**config.mk**
```make
export PLATFORM = sky130hd
export DESIGN_NAME = car_sensor_driver_flat
export DESIGN_NICKNAME = d
export VERILOG_FILES = /design/src/rtl/car_sensor_pkg.sv /design/src/rtl/car_sensor_driver_if.sv /design/src/rtl/sensor_req_fifo.sv /design/src/rtl/car_sensor_driver.sv /design/src/flat_wrapper.sv
export SDC_FILE = /design/constraint.sdc
export NUM_CORES = 1
export LEC_CHECK = 0
export BUFFER_PORTS_ARGS = -buffer_cell sky130_fd_sc_hd__buf_2
export CELL_PAD_IN_SITES_DETAIL_PLACEMENT = 1
export CELL_PAD_IN_SITES_GLOBAL_PLACEMENT = 1
export CORE_MARGIN = 4
export CORE_UTILIZATION = 44
export DETAILED_ROUTE_END_ITERATION = 10
export PLACE_DENSITY = 0.91
export SETUP_SLACK_MARGIN = 0.1
export SLEW_MARGIN = 20
export SYNTH_ARGS = -nofsm -noshare
export SYNTH_HDL_FRONTEND = slang
export SYNTH_SLANG_ARGS = --single-unit
```
**constraint.sdc**
```tcl
create_clock -name clk -period 2.3 [get_ports clk]
set_input_delay 0.115 -clock clk [delete_from_list [all_inputs] [get_ports clk]]
set_output_delay 0.115 -clock clk [all_outputs]
set_load 0.01 [all_outputs]
```
**src/rtl/car_sensor_pkg.sv**
```systemverilog
// Shared types and beam-pattern decode for the parking-lot sensor stimulus driver.
package car_sensor_pkg;

  typedef enum logic {
    DIR_ENTER = 1'b0,
    DIR_EXIT  = 1'b1
  } dir_t;

  typedef enum logic [2:0] {
    IDLE,
    P1,
    P2,
    P3,
    P4
  } drv_state_t;

  // {outer,inner} for P1..P4, most-significant pair first
  localparam logic [7:0] PAT_ENTER = 8'b10_11_01_00;
  localparam logic [7:0] PAT_EXIT  = 8'b01_11_10_00;

  function automatic logic [1:0] beam_pattern(input drv_state_t s, input dir_t d);
    logic [7:0] p;
    p = (d == DIR_EXIT) ? PAT_EXIT : PAT_ENTER;
    case (s)
      P1:      return p[7:6];
      P2:      return p[5:4];
      P3:      return p[3:2];
      P4:      return p[1:0];
      default: return 2'b00;
    endcase
  endfunction

endpackage

```
**src/rtl/car_sensor_driver_if.sv**
```systemverilog
// Request handshake and beam/status outputs of the sensor stimulus driver.
interface car_sensor_driver_if #(
  parameter int DWELL_W = 8,
  parameter int CNT_W   = 8
);
  logic               req_valid;
  logic               req_dir;
  logic               req_ready;
  logic [DWELL_W-1:0] dwell;
  logic               outer;
  logic               inner;
  logic               busy;
  logic               done;
  logic [CNT_W-1:0]   cars_sent;

  modport master (
    output req_valid, req_dir, dwell,
    input  req_ready, outer, inner, busy, done, cars_sent
  );

  modport slave (
    input  req_valid, req_dir, dwell,
    output req_ready, outer, inner, busy, done, cars_sent
  );
endinterface

```
**src/rtl/sensor_req_fifo.sv**
```systemverilog
// Direction-request FIFO; pointers carry an extra wrap bit to tell full from empty.
module sensor_req_fifo #(
  parameter int DEPTH = 4
) (
  input  logic clk,
  input  logic reset,
  input  logic push,
  input  logic pop,
  input  logic din,
  output logic dout,
  output logic full,
  output logic empty
);
  localparam int AW = $clog2(DEPTH);

  logic [AW:0]      wptr_q;
  logic [AW:0]      rptr_q;
  logic [DEPTH-1:0] mem_q;

  always_ff @(posedge clk) begin
    if (reset) begin
      wptr_q <= '0;
      rptr_q <= '0;
    end else begin
      if (push && !full) begin
        mem_q[wptr_q[AW-1:0]] <= din;
        wptr_q                <= wptr_q + (AW+1)'(1);
      end
      if (pop && !empty) begin
        rptr_q <= rptr_q + (AW+1)'(1);
      end
    end
  end

  assign empty = (wptr_q == rptr_q);
  assign full  = (wptr_q[AW] != rptr_q[AW]) && (wptr_q[AW-1:0] == rptr_q[AW-1:0]);
  assign dout  = mem_q[rptr_q[AW-1:0]];

endmodule

```
**src/rtl/car_sensor_driver.sv**
```systemverilog
// Replays queued enter/exit requests as outer/inner beam waveforms, L cycles per phase.
module car_sensor_driver
  import car_sensor_pkg::*;
#(
  parameter int DEPTH   = 4,
  parameter int DWELL_W = 8,
  parameter int CNT_W   = 8
) (
  input  logic                clk,
  input  logic                reset,
  car_sensor_driver_if.slave  bus
);

  drv_state_t         state_q, state_d;
  logic [DWELL_W-1:0] cnt_q, cnt_d;
  logic [DWELL_W-1:0] len_q, len_d;
  dir_t               dir_q, dir_d;
  logic               done_q, done_d;
  logic [CNT_W-1:0]   cars_q, cars_d;

  logic               push, pop, load;
  logic               fifo_dout, fifo_full, fifo_empty;
  logic [DWELL_W-1:0] dwell_eff;

  assign push          = bus.req_valid && !fifo_full;
  assign bus.req_ready = !fifo_full;
  assign dwell_eff     = (bus.dwell == '0) ? DWELL_W'(1) : bus.dwell;

  sensor_req_fifo #(.DEPTH(DEPTH)) u_fifo (
    .clk   (clk),
    .reset (reset),
    .push  (push),
    .pop   (pop),
    .din   (bus.req_dir),
    .dout  (fifo_dout),
    .full  (fifo_full),
    .empty (fifo_empty)
  );

  always_ff @(posedge clk) begin
    if (reset) begin
      state_q <= IDLE;
      cnt_q   <= '0;
      len_q   <= '0;
      dir_q   <= DIR_ENTER;
      done_q  <= 1'b0;
      cars_q  <= '0;
    end else begin
      state_q <= state_d;
      cnt_q   <= cnt_d;
      len_q   <= len_d;
      dir_q   <= dir_d;
      done_q  <= done_d;
      cars_q  <= cars_d;
    end
  end

  always_comb begin
    state_d = state_q;
    cnt_d   = cnt_q;
    len_d   = len_q;
    dir_d   = dir_q;
    done_d  = 1'b0;
    cars_d  = cars_q;
    pop     = 1'b0;
    load    = 1'b0;
    unique case (state_q)
      IDLE: load = !fifo_empty;
      P1, P2, P3: begin
        if (cnt_q == '0) begin
          state_d = (state_q == P1) ? P2 : (state_q == P2) ? P3 : P4;
          cnt_d   = len_q - DWELL_W'(1);
        end else begin
          cnt_d = cnt_q - DWELL_W'(1);
        end
      end
      P4: begin
        if (cnt_q == '0) begin
          done_d = 1'b1;
          cars_d = cars_q + CNT_W'(1);
          if (!fifo_empty) load = 1'b1;
          else             state_d = IDLE;
        end else begin
          cnt_d = cnt_q - DWELL_W'(1);
        end
      end
      default: state_d = IDLE;
    endcase
    // Shared by IDLE start and back-to-back chaining out of P4
    if (load) begin
      pop     = 1'b1;
      state_d = P1;
      dir_d   = dir_t'(fifo_dout);
      len_d   = dwell_eff;
      cnt_d   = dwell_eff - DWELL_W'(1);
    end
  end

  assign {bus.outer, bus.inner} = beam_pattern(state_q, dir_q);
  assign bus.busy               = (state_q != IDLE);
  assign bus.done               = done_q;
  assign bus.cars_sent          = cars_q;

endmodule
```
**src/flat_wrapper.sv**
```systemverilog
// flat-port wrapper written by rule: the top's interface ports become plain ports
module car_sensor_driver_flat import car_sensor_pkg::*;
#(
  parameter int DEPTH   = 4,
  parameter int DWELL_W = 8,
  parameter int CNT_W   = 8
)
  (clk, reset, bus_req_valid, bus_req_dir, bus_dwell, bus_req_ready, bus_outer, bus_inner, bus_busy, bus_done, bus_cars_sent);
  car_sensor_driver_if #(.DWELL_W(DWELL_W), .CNT_W(CNT_W)) bus_i ();
  input  logic clk;
  input  logic reset;
  input wire logic [$bits(bus_i.req_valid)-1:0] bus_req_valid;
  input wire logic [$bits(bus_i.req_dir)-1:0] bus_req_dir;
  input wire logic [$bits(bus_i.dwell)-1:0] bus_dwell;
  output wire logic [$bits(bus_i.req_ready)-1:0] bus_req_ready;
  output wire logic [$bits(bus_i.outer)-1:0] bus_outer;
  output wire logic [$bits(bus_i.inner)-1:0] bus_inner;
  output wire logic [$bits(bus_i.busy)-1:0] bus_busy;
  output wire logic [$bits(bus_i.done)-1:0] bus_done;
  output wire logic [$bits(bus_i.cars_sent)-1:0] bus_cars_sent;
  assign bus_i.req_valid = bus_req_valid;
  assign bus_i.req_dir = bus_req_dir;
  assign bus_i.dwell = bus_dwell;
  assign bus_req_ready = bus_i.req_ready;
  assign bus_outer = bus_i.outer;
  assign bus_inner = bus_i.inner;
  assign bus_busy = bus_i.busy;
  assign bus_done = bus_i.done;
  assign bus_cars_sent = bus_i.cars_sent;
  car_sensor_driver #(.DEPTH(DEPTH), .DWELL_W(DWELL_W), .CNT_W(CNT_W)) u_core (.clk(clk), .reset(reset), .bus(bus_i));
endmodule
```
==> flow_summary.toml <==
[run_status]
status = "complete, no violations"

[die]
dieHeight_um = 80.5
ios = 25
dieArea_sq_um = 6480
rows = 26
start_util = 0.453
die_w_um = 80.5
core_sq_um = 5110

[clock_tree]
clockBufferDepth = 2
hold_buffers = 0
cts_buffers = 5
root_buffer = "clkbuf_8"
cts_tree = "done"
clk_pin_slew_ns = 0.08
cts.sinks = 39
clk_latency_ns = 0.30
cts_max_level = 2

[power]
finalPower_uw = 3300
swShare = 0.446
cellLeakagePower_uw = 0.00107
p_comb_frac = 0.551
internal-power_uw = 1830
peakVddDrop_mv = 0.533
p_switching_uw = 1470
pwr_density_cell_nw_per_um2 = 1220
seq_power_share = 0.305
clkPwrFrac = 0.143

[synth]
ys.flop_type = "dfxtp_1"
avgSynthCellArea_sq_um = 8.44
yosysWarnings = 0
ys_seq_elements = 39
synth_edf_count = 4
synth_nets = 295
yosysSeqAreaShare = 0.355
synth_cell_types = 53
ys_async_sr_fraction = 0
netlist_instances = 274
syn_area_sq_um = 2310

[global_route]
grt_max_degree = 28
gr-usage-all-layers = 0.212
gr-total-overflow = 0
grt_pass1_wl_um = 10700
antenna_found_initial = 0
grt_pass1_vias = 2166

[drt]
drt_pass1_iterations = 4
vias = 2158
drt-total-wl_um = 6470
wl_per_cell_um = 16.9
drc = 0
vias_per_cell = 5.65
drtAntennaViolNets = 0
initialDrtViolationCount = 119

[job]
drv_cap = 0

[worst_setup_path]
reg2regPathDepth = 6
r2r-start = "u_core.u_fifo.wptr_q[1]"
regToRegSetupSlack_ns = 0.16
critPathLaunch = "u_core.u_fifo.wptr_q[1]"
start_kind = "flip-flop"
path_class = "flip-flop to flip-flop"
r2r-end = "u_core.u_fifo.rptr_q[0]"
end_kind = "flip-flop"
cp_max_fo = 7
worstPathRequired_ns = 2.49
arrival_ns = 2.33
crit_path_end = "u_core.u_fifo.rptr_q[0]"

[sta]
period_share = 0.930
max_freq_mhz = 468
max_slew.worst_pin.slew_ns = 0.843
fin_crit_ns = 2.14
layout_setup_ws_ns = 0.161
fin_skew_ns = 0.0112
finalSetupViolCount = 0
hold_viol = 0
setup_tns_ns = 0
final_max_slew_viol_count = 0
max_slew_margin = 0.433
rsz0062_at_grt = "false"

[finish]
final_util = 0.528
diodes = 0
final_common_cell = "nand2_1"
area_growth_syn_to_layout_pct = 16.6
final_cell_mix = "39 x nand2_1, 35 x dfxtp_1, 25 x nor2_1, 24 x buf_2, 19 x a21oi_1"
drive_above_1_share = 0.218
final_nets = 332
layout.cells.non_filler = 382

[placed_design]
place_inst = 373
numPortBuffers = 24
gp_congestion = 0.831
preCtsSetupSlack_ns = 0.0266
dp_hpwl_um = 4600

[min_path]
min_from = "bus_req_dir"
hp-class = "input port to flip-flop"
==> worst min-delay path by stage <==
stage,end,slack (ns),depth (start not counted)
floorplan,u_core.u_fifo.mem_q[0],0.21,0
global placement,u_core.u_fifo.mem_q[2],0.33,1
detailed placement,u_core.u_fifo.mem_q[1],0.33,1
CTS,u_core.u_fifo.mem_q[1],0.02,1
global route,u_core.u_fifo.mem_q[1],0.03,1
finish,u_core.u_fifo.mem_q[1],0.03,1
==> cell usage after synthesis (2+ instances only) <==
cell      number  share of area
clkbuf_1       3         0.0049
or3b_2         3          0.011
nand3_1       12          0.026
a21oi_1       20          0.043
buf_2          3         0.0065
a311oi_1       2         0.0076
a31oi_1        2         0.0054
nor3_1        11          0.024
nor2_1        26          0.042
o31ai_1        4          0.013
nand2_1       39          0.063
o32ai_1        3          0.011
nand4_1        2         0.0054
or4_1          3         0.0097
inv_1         11          0.018
or4_4          2         0.0097
o21ai_0        5          0.011
ha_1           9          0.049
a211oi_1       3         0.0097
o211ai_1       2         0.0065
and2_1         4          0.011
edfxtp_1       4          0.052
nor4_1         2         0.0054
dfxtp_1       35           0.30
nand2b_1       4          0.011
a311oi_2       2          0.013
xnor2_1       12          0.045
or3_1          9          0.024
xor2_1        13          0.049
==> routing by layer <==
| metal | wire length, um | GRT usage |
|---|---|---|
| met1 | 2950 | 0.281 |
| met2 | 3210 | 0.347 |
| met3 | 186 | 0.0392 |
| met4 | 126 | 0.0693 |
| met5 | 0 | 0 |
==> flip-flops by register name, indices dropped and copies added, names as in the netlist <==
name,cells
u_core.u_fifo.rptr_q,3
u_core.u_fifo.mem_q,4
u_core.bus.cars_sent,8
u_core.u_fifo.wptr_q,3
u_core.cnt_q,8
u_core.len_q,8
u_core.bus.done,1
u_core.state_q,3
u_core.dir_q,1
==> power by group through the flow <==
stage | registers, uW | clock network (uW) | logic [uW]
after floorplan | 964 | 0 | 1270
after global placement | 1000 | 0 | 1660
after detailed placement | 1020 | 0 | 1710
after CTS | 1000 | 474 | 1750
after global routing | 1040 | 514 | 2000
final | 1010 | 472 | 1820
==> worst max-delay path, cell delays in order, from the launching register on <==
cell and delay, ns:
dfxtp_1 0.43, xor2_1 0.19, o31ai_1 0.76, nor2_2 0.24, buf_4 0.23, xnor2_1 0.14
nor2_1 0.05
==> final cells by class <==
cell class                 count  area (sq um)
clock buffer                   6          72.6
clock inverter                 2          12.5
fill                         639          2410
inverter                      11          41.3
multi-input combinational    215          1430
sequential                    39           821
tap                           70          87.6
timing repair buffer          39           233
==> cells by family after synthesis <==
group                    share of synthesized area
AND/OR/NAND/NOR                              0.284
AO/OA/AOI/OAI                                0.160
flip-flops                                   0.355
XOR/XNOR                                    0.0947
buffers and inverters                       0.0438
adder cells (fa/ha/maj)                     0.0487
multiplexers                                0.0146
==> what timing repair did <==
action	4_1_cts	5_1_grt
buffers inserted	0	1
resized for setup	1	7
pin swaps	0	1
endpoints found under the setup margin	8	22
==> stage by stage <==
step | cell area (sq um) | hold WS [ns]
4_1_cts | 2650 | 0.0225
3_5_place_dp | 2560 | 0.333
2_1_floorplan | 2310 | 0.214
6_report | 2700 | 0.0307
3_3_place_gp | 2560 | 0.334
5_1_grt | 2700 | 0.0321
No activity file was read; power rests on OpenSTA's default activity.
